===== config.mk =====
export PLATFORM = sky130hd
export DESIGN_NAME = scalar_load_ctrl
export DESIGN_NICKNAME = d
export VERILOG_FILES = /design/src/rtl/scalar_load_pkg.sv /design/src/rtl/scalar_load_addr_gen.sv /design/src/rtl/scalar_load_ctrl.sv
export SDC_FILE = /design/constraint.sdc
export NUM_CORES = 1
export LEC_CHECK = 0
export CAP_MARGIN = 25
export CORE_UTILIZATION = 28
export CTS_CLUSTER_DIAMETER = 80
export DETAILED_ROUTE_END_ITERATION = 7
export GPL_ROUTABILITY_DRIVEN = 0
export PLACE_DENSITY = 0.63
export SLEW_MARGIN = 20
export SYNTH_ARGS = -nofsm -noshare
export SYNTH_HDL_FRONTEND = slang
export SYNTH_SLANG_ARGS = --single-unit

===== constraint.sdc =====
create_clock -name clk_i -period 2.05 [get_ports clk_i]
set_input_delay 0.205 -clock clk_i [delete_from_list [all_inputs] [get_ports clk_i]]
set_output_delay 0.205 -clock clk_i [all_outputs]
set_load 0.02 [all_outputs]

===== src/rtl/scalar_load_pkg.sv =====
// Shared constants for the scalar-unit tensor load sequencer.
// FSM encodings, loader target indices and counter sizing.
package scalar_load_pkg;

    localparam logic [1:0] StIdle  = 2'd0;
    localparam logic [1:0] StReq   = 2'd1;
    localparam logic [1:0] StDrain = 2'd2;
    localparam logic [1:0] StDone  = 2'd3;

    localparam int unsigned TGT_BIAS  = 0;
    localparam int unsigned TGT_SCALE = 1;
    localparam int unsigned TGT_RELU  = 2;

    localparam int unsigned DefaultLaneDepth = 4;
    localparam int unsigned CntWidth         = $clog2(DefaultLaneDepth + 1);

    // Counters must hold the value lane_depth itself, hence the +1.
    function automatic int unsigned cnt_width(input int unsigned depth);
        return $clog2(depth + 1);
    endfunction

endpackage


===== src/rtl/scalar_load_addr_gen.sv =====
// Request address generator: latches the tensor base and counts issued requests.
// Addresses wrap modulo 2^addr_width_p.
module scalar_load_addr_gen
    import scalar_load_pkg::*;
#(
    parameter int unsigned addr_width_p = 32,
    parameter int unsigned lane_depth_p = 4,
    parameter int unsigned stride_p     = 8,
    parameter int unsigned cnt_width_p  = cnt_width(lane_depth_p)
) (
    input  logic                    clk_i,
    input  logic                    reset_i,
    input  logic                    load_i,
    input  logic [addr_width_p-1:0] base_i,
    input  logic                    advance_i,
    output logic [addr_width_p-1:0] addr_o,
    output logic [cnt_width_p-1:0]  req_cnt_o,
    output logic                    last_o
);

    logic [addr_width_p-1:0] base_q, base_d;
    logic [cnt_width_p-1:0]  req_cnt_q, req_cnt_d;

    always_comb begin
        base_d    = base_q;
        req_cnt_d = req_cnt_q;
        if (load_i) begin
            base_d    = base_i;
            req_cnt_d = '0;
        end else if (advance_i) begin
            req_cnt_d = req_cnt_q + cnt_width_p'(1);
        end
    end

    always_ff @(posedge clk_i) begin
        if (reset_i) begin
            base_q    <= '0;
            req_cnt_q <= '0;
        end else begin
            base_q    <= base_d;
            req_cnt_q <= req_cnt_d;
        end
    end

    assign addr_o    = base_q + addr_width_p'(req_cnt_q) * addr_width_p'(stride_p);
    assign req_cnt_o = req_cnt_q;
    assign last_o    = (req_cnt_q == cnt_width_p'(lane_depth_p - 1));

endmodule


===== src/rtl/scalar_load_ctrl.sv =====
// Sequences a fixed-length tensor load from memory into one scalar unit's shift loader,
// issuing one read per beat and gating in-order responses to the selected loader.
module scalar_load_ctrl
    import scalar_load_pkg::*;
#(
    parameter int unsigned addr_width_p     = 32,
    parameter int unsigned read_bus_width_p = 64,
    parameter int unsigned lane_depth_p     = 4,
    parameter int unsigned num_targets_p    = 3,
    parameter int unsigned stride_p         = read_bus_width_p / 8
) (
    input  logic                             clk_i,
    input  logic                             reset_i,
    input  logic                             cmd_valid_i,
    output logic                             cmd_ready_o,
    input  logic [addr_width_p-1:0]          cmd_addr_i,
    input  logic [$clog2(num_targets_p)-1:0] cmd_target_i,
    input  logic                             pipe_busy_i,
    output logic                             rd_req_valid_o,
    input  logic                             rd_req_ready_i,
    output logic [addr_width_p-1:0]          rd_addr_o,
    input  logic                             rd_resp_valid_i,
    output logic                             load_valid_o,
    output logic [num_targets_p-1:0]         load_enable_o,
    output logic                             busy_o,
    output logic                             done_o
);

    localparam int unsigned CntW = cnt_width(lane_depth_p);
    localparam int unsigned TgtW = $clog2(num_targets_p);

    logic [1:0]      state_q, state_d;
    logic [CntW-1:0] resp_cnt_q, resp_cnt_d;
    logic [TgtW-1:0] target_q, target_d;

    logic                     cmd_accept;
    logic                     req_hs;
    logic                     req_last;
    logic                     resp_accept;
    logic                     resp_last;
    logic [CntW-1:0]          req_cnt;
    logic [num_targets_p-1:0] target_onehot;

    scalar_load_addr_gen #(
        .addr_width_p (addr_width_p),
        .lane_depth_p (lane_depth_p),
        .stride_p     (stride_p),
        .cnt_width_p  (CntW)
    ) u_addr_gen (
        .clk_i     (clk_i),
        .reset_i   (reset_i),
        .load_i    (cmd_accept),
        .base_i    (cmd_addr_i),
        .advance_i (req_hs),
        .addr_o    (rd_addr_o),
        .req_cnt_o (req_cnt),
        .last_o    (req_last)
    );

    assign cmd_accept = (state_q == StIdle) && cmd_valid_i && !pipe_busy_i;
    assign req_hs     = (state_q == StReq) && rd_req_ready_i;

    // req_cnt is the pre-edge value, so a beat returning in its own request cycle is rejected.
    assign resp_accept = ((state_q == StReq) || (state_q == StDrain)) && rd_resp_valid_i &&
                         (resp_cnt_q < req_cnt);
    assign resp_last   = resp_accept && (resp_cnt_q == CntW'(lane_depth_p - 1));

    // Out-of-range targets decode to all-zero so the load runs without touching any loader.
    always_comb begin
        target_onehot = '0;
        for (int unsigned i = 0; i < num_targets_p; i++) begin
            target_onehot[i] = (32'(target_q) == i);
        end
    end

    always_comb begin
        state_d    = state_q;
        resp_cnt_d = resp_cnt_q;
        target_d   = target_q;
        if (cmd_accept) begin
            resp_cnt_d = '0;
            target_d   = cmd_target_i;
        end else if (resp_accept) begin
            resp_cnt_d = resp_cnt_q + CntW'(1);
        end
        unique case (state_q)
            StIdle:  if (cmd_accept) state_d = StReq;
            StReq: begin
                if (resp_last) begin
                    state_d = StDone;
                end else if (req_hs && req_last) begin
                    state_d = StDrain;
                end
            end
            StDrain: if (resp_last) state_d = StDone;
            StDone:  state_d = StIdle;
            default: state_d = StIdle;
        endcase
    end

    always_ff @(posedge clk_i) begin
        if (reset_i) begin
            state_q    <= StIdle;
            resp_cnt_q <= '0;
            target_q   <= '0;
        end else begin
            state_q    <= state_d;
            resp_cnt_q <= resp_cnt_d;
            target_q   <= target_d;
        end
    end

    assign cmd_ready_o    = (state_q == StIdle) && !pipe_busy_i;
    assign rd_req_valid_o = (state_q == StReq);
    assign load_valid_o   = resp_accept;
    assign load_enable_o  = resp_accept ? target_onehot : '0;
    assign busy_o         = (state_q != StIdle);
    assign done_o         = (state_q == StDone);

endmodule


# Word level (Yosys, flattened, before mapping)
# Index checks and enable logic that the tools add are counted.
# word_totals
reg_bits	42
in_bits	40
out_inout_bits	40
elab_cells	40
# classes
add_sub_neg	3
magnitude_cmp	1
eq_ne	10
muxes	6
n_reduce_logical	15
# ops
op	n
$add 32x6->32	1
$logic_and 1x1->1	8
$mux 2	4
$pmux 2 s4	1
$add 3x1->3 const B	2
$eq 2x2->1 const B	3
$eq 3x2->1 const B	2
$eq 2x1->1 const B	2
$logic_not 2->1	2
$ne 2x2->1 const B	2
$lt 3x3->1	1
$mux 3	1
$ne 3x1->1 const B	1
$reduce_and 3->1	1
$reduce_bool 2->1	1
$reduce_or 2->1	1
$logic_not 1->1	1
$logic_or 1x1->1	1

# Longest topological paths before layout
# depth
word_depth	7
ltp_mapped	8
mapped_depth_nobuf	8

# Cells and area by module
# A second synthesis with hierarchy kept.
# hier_totals
cells_unflattened	267
hier_area_um2	2446.1
# by_module_without_submodules
mod	instances	cells_per_inst	area_each_um2	seq_area_each_um2
scalar_load_addr_gen	1	206	1924.3	700.7
scalar_load_ctrl	1	61	521.8	140.1

# Least setup slack after synthesis
# No wires, ideal clock.
# synth_path
path_kind	reg-to-output
start	register u_addr_gen.req_cnt_q[0] (netlist: u_addr_gen.req_cnt_o[0])
end	output port rd_addr_o[23]
arrival_ns	1.750
required_ns	1.845
slack_ns	0.095
path_stages_with_launch	8
path_buffers	0
cell_sequence	dfxtp_1 > ha_1 > fa_1 > a21o_1 > nand4_4 > nor2_4 > nand3_1 > xnor2_1
# synth_via
elab_chain_cells	1
# synth_rtl
item	line	source
start: declaration	scalar_load_addr_gen.sv:22	logic [cnt_width_p-1:0] req_cnt_q, req_cnt_d;
start signal: assignment	scalar_load_addr_gen.sv:41	req_cnt_q <= req_cnt_d;
$add 32x6->32	scalar_load_addr_gen.sv:45	assign addr_o = base_q + addr_width_p'(req_cnt_q) * addr_width_p'(stride_p);
end: declaration	scalar_load_ctrl.sv:21	output logic [addr_width_p-1:0] rd_addr_o,
# No other way between the ends.

# Final worst setup path
# Ends and elaborated chain as after synthesis.

==> run metrics <==
Max Fanout on Critical Path=7; RSZ-0062 raised after global routing=yes; Die Y=around 95 um; Data required, critical path=between 1.5 and 2 ns; drt pass-1 iters=4; most common cell after layout, fill and taps aside=nand2_1; global-route wire length before repair=between 9000 and 10000 um; fmax=0.442 GHz; Reg area=852 um2; Pins Over Slew Limit=0; initial antenna violation count=0; Yosys reg bits=42; TritonCTS buffer count=5; layout cell share with drive strength beyond 1=just over 30%; CP endpoint kind=output port; WP data arrival=between 2 and 2.5 ns; Root Buffer Master=clkbuf_8; Sink Count=42; critical path class=register to output port; Mapped Area=2400 um2; largest net degree at the start of global routing=35; sequential-to-total area share from yosys stat=35.0%; Fin. Hold Viols=0; commonest non-fill, non-tap cells in the layout=nand2_1 (85), buf_4 (64), clkdlybuf4s50_1 (47); clk slew on worst S/H paths=approximately 0.090 ns; fin crit share=110%; status=finished, violations left; Post-synth top flop=dfxtp_1; fraction of registers with async set/reset=0%; # diodes=0; Placement Rows=33; Post-synth EDFFs=0; setup tns final=-2.94 ns; gr ovfl total=0; mean area per synthesized cell=8.00 um2; Synth top area share=35.0%; fin cells=about 530; max-cap violation count=0; vias in the first global route=2221; latest clock arrival within the worst-skew pair=0.30 ns; worst rel slew slack=77.7%; Setup-failing EPs final=23; vias per inst=about 4.5; vias post-DR=2385; CTS Buffer Depth=2; Layout area overhead=61.6%; CTS tree=built; H-Tree Depth=2; DP HPWL=4750 um; crit path launch type=register; fillers=844; Initial Util=29.1%; Synth area leaders=dfxtp_1 (35%), nand2_1 (13%), a21oi_1 (8.1%); core area=8260 um2; Post-Synthesis Net Count=between 300 and 400; drt wl/cell=12.2 um; number of warnings issued by yosys=0; Routed Antenna Nets=0; final wirelength=6440 um; Gate Count Post-Synth=300; static leakage=1.73 nW; Synth area leader=dfxtp_1; Final min period=2.26 ns; GRT Total Usage=14.3%; Pwr Density=about 700 nW/um2; Worst Skew=0.00701 ns; fin nets=475; Hold WC Path Type=primary input to register; initial DRC count=44; area occupied by multi-input gates=1650 um2; final worst setup slack=-0.212 ns; Die Area=8950 um2; Worst Tran Pin Value=0.335 ns; DRC Markers=0; number of library cell types mapped by synthesis=a little over 40; placed cells=511; worst vdd ir=~320 uV; Die X=94.6 um; # IOs=80; failing checks=setup timing; PortBufs=79
[cell usage after synthesis, drive strengths merged (2+ instances only)]
master  number
xnor2       17
buf          3
ha          14
a21oi       41
and2         4
and3         3
nand4        5
nand2       86
nor3b        2
nor3         6
clkbuf      11
a21o         2
dfxtp       42
nor2        15
xor2        12
inv         10
nand3        9
and4         3
[routing by layer]
metal  up-vias  GRT usage, %  wire [um]
li1       1233             -          -
met1      1085          16.4       2700
met2        62          26.7       3340
met3         5          3.14        362
met4         0          3.03         34
met5         -             0          0
[cells by family (layout without fill, tap and decap cells)]
logic type               count (synthesis)  count (layout)  share of synthesized area [%]
XOR/XNOR                                29              29                           10.6
buffers and inverters                   24             145                           4.33
AND/OR/NAND/NOR                        140             140                           29.2
multiplexers                             1               1                          0.417
flip-flops                              42              42                           35.0
AO/OA/AOI/OAI                           49              49                           12.3
adder cells (fa/ha/maj)                 15              15                           8.13
[where the power goes]
| part | internal [W] | leakage [nW] | switching, W |
|---|---|---|---|
| combinational | 0.000514 | 1.32 | 0.000571 |
| sequential | 0.000903 | 0.345 | 0.0000646 |
| clock | 0.000365 | 0.0585 | 0.000308 |
[metrics by stage]
step / hold slack (ns) / worst slack, ns / cell area [um2] / total power, W / utilization (%)
floorplan: 0.341 / 0.0954 / 2400 / 0.00157 / -
global placement: 0.447 / -0.317 / 3580 / 0.00206 / 43.3
detailed placement: 0.454 / -0.362 / 3580 / 0.00208 / 43.3
CTS: 0.431 / -0.216 / 3730 / 0.00273 / 45.1
global route: 0.458 / -0.318 / 3880 / 0.00289 / 47.0
finish: 0.446 / -0.212 / 3880 / 0.00273 / 47.0
[sequential cells by signal, summed over array words and instances, names as in the netlist]
register / count
u_addr_gen.base_q: 32
resp_cnt_q: 3
u_addr_gen.req_cnt_o: 3
target_q: 2
state_q: 2
[area by class of cell]
class,count,share of cell area [%]
tap,105,3.39
clock inverter,3,1.13
multi-input combinational,234,42.5
clock buffer,5,1.77
timing repair buffer,127,28.2
inverter,10,1.03
sequential,42,22.0
[critical path, cell delays in order (launching register included)]
cell     delay, ns
dfxtp_2       0.36
ha_4          0.14
fa_2          0.19
a21o_1        0.21
nand4_4       0.16
nor2_4        0.26
nand3_1       0.13
xnor2_1       0.15
buf_4         0.16
[what timing repair did]
item / in CTS / in global routing
cloned: 0 / 0
buffers inserted: 1 / 6
pin swaps: 17 / 19
hold buffers: 0 / 0
setup endpoints to repair: 32 / 31
gates resized for setup: 171 / 37
endpoints found under the hold margin: 0 / 0
[path summary, 6_finish.rpt]
kind                            cells after the start                                 start  slack [ns]                                 to
worst max register to register                      9  u_addr_gen.req_cnt_o[2]$_SDFFE_PP0N_        0.22            state_q[0]$_SDFFE_PP0P_
worst min register to register                      2     u_addr_gen.base_q[0]$_SDFFE_PP0P_        0.46  u_addr_gen.base_q[0]$_SDFFE_PP0P_
worst max-delay path                                8  u_addr_gen.req_cnt_o[0]$_SDFFE_PP0N_       -0.21                      rd_addr_o[23]
worst min-delay path                                3                       cmd_target_i[0]        0.45           target_q[0]$_SDFFE_PP0P_
No activity file was read; power rests on OpenSTA's default activity.
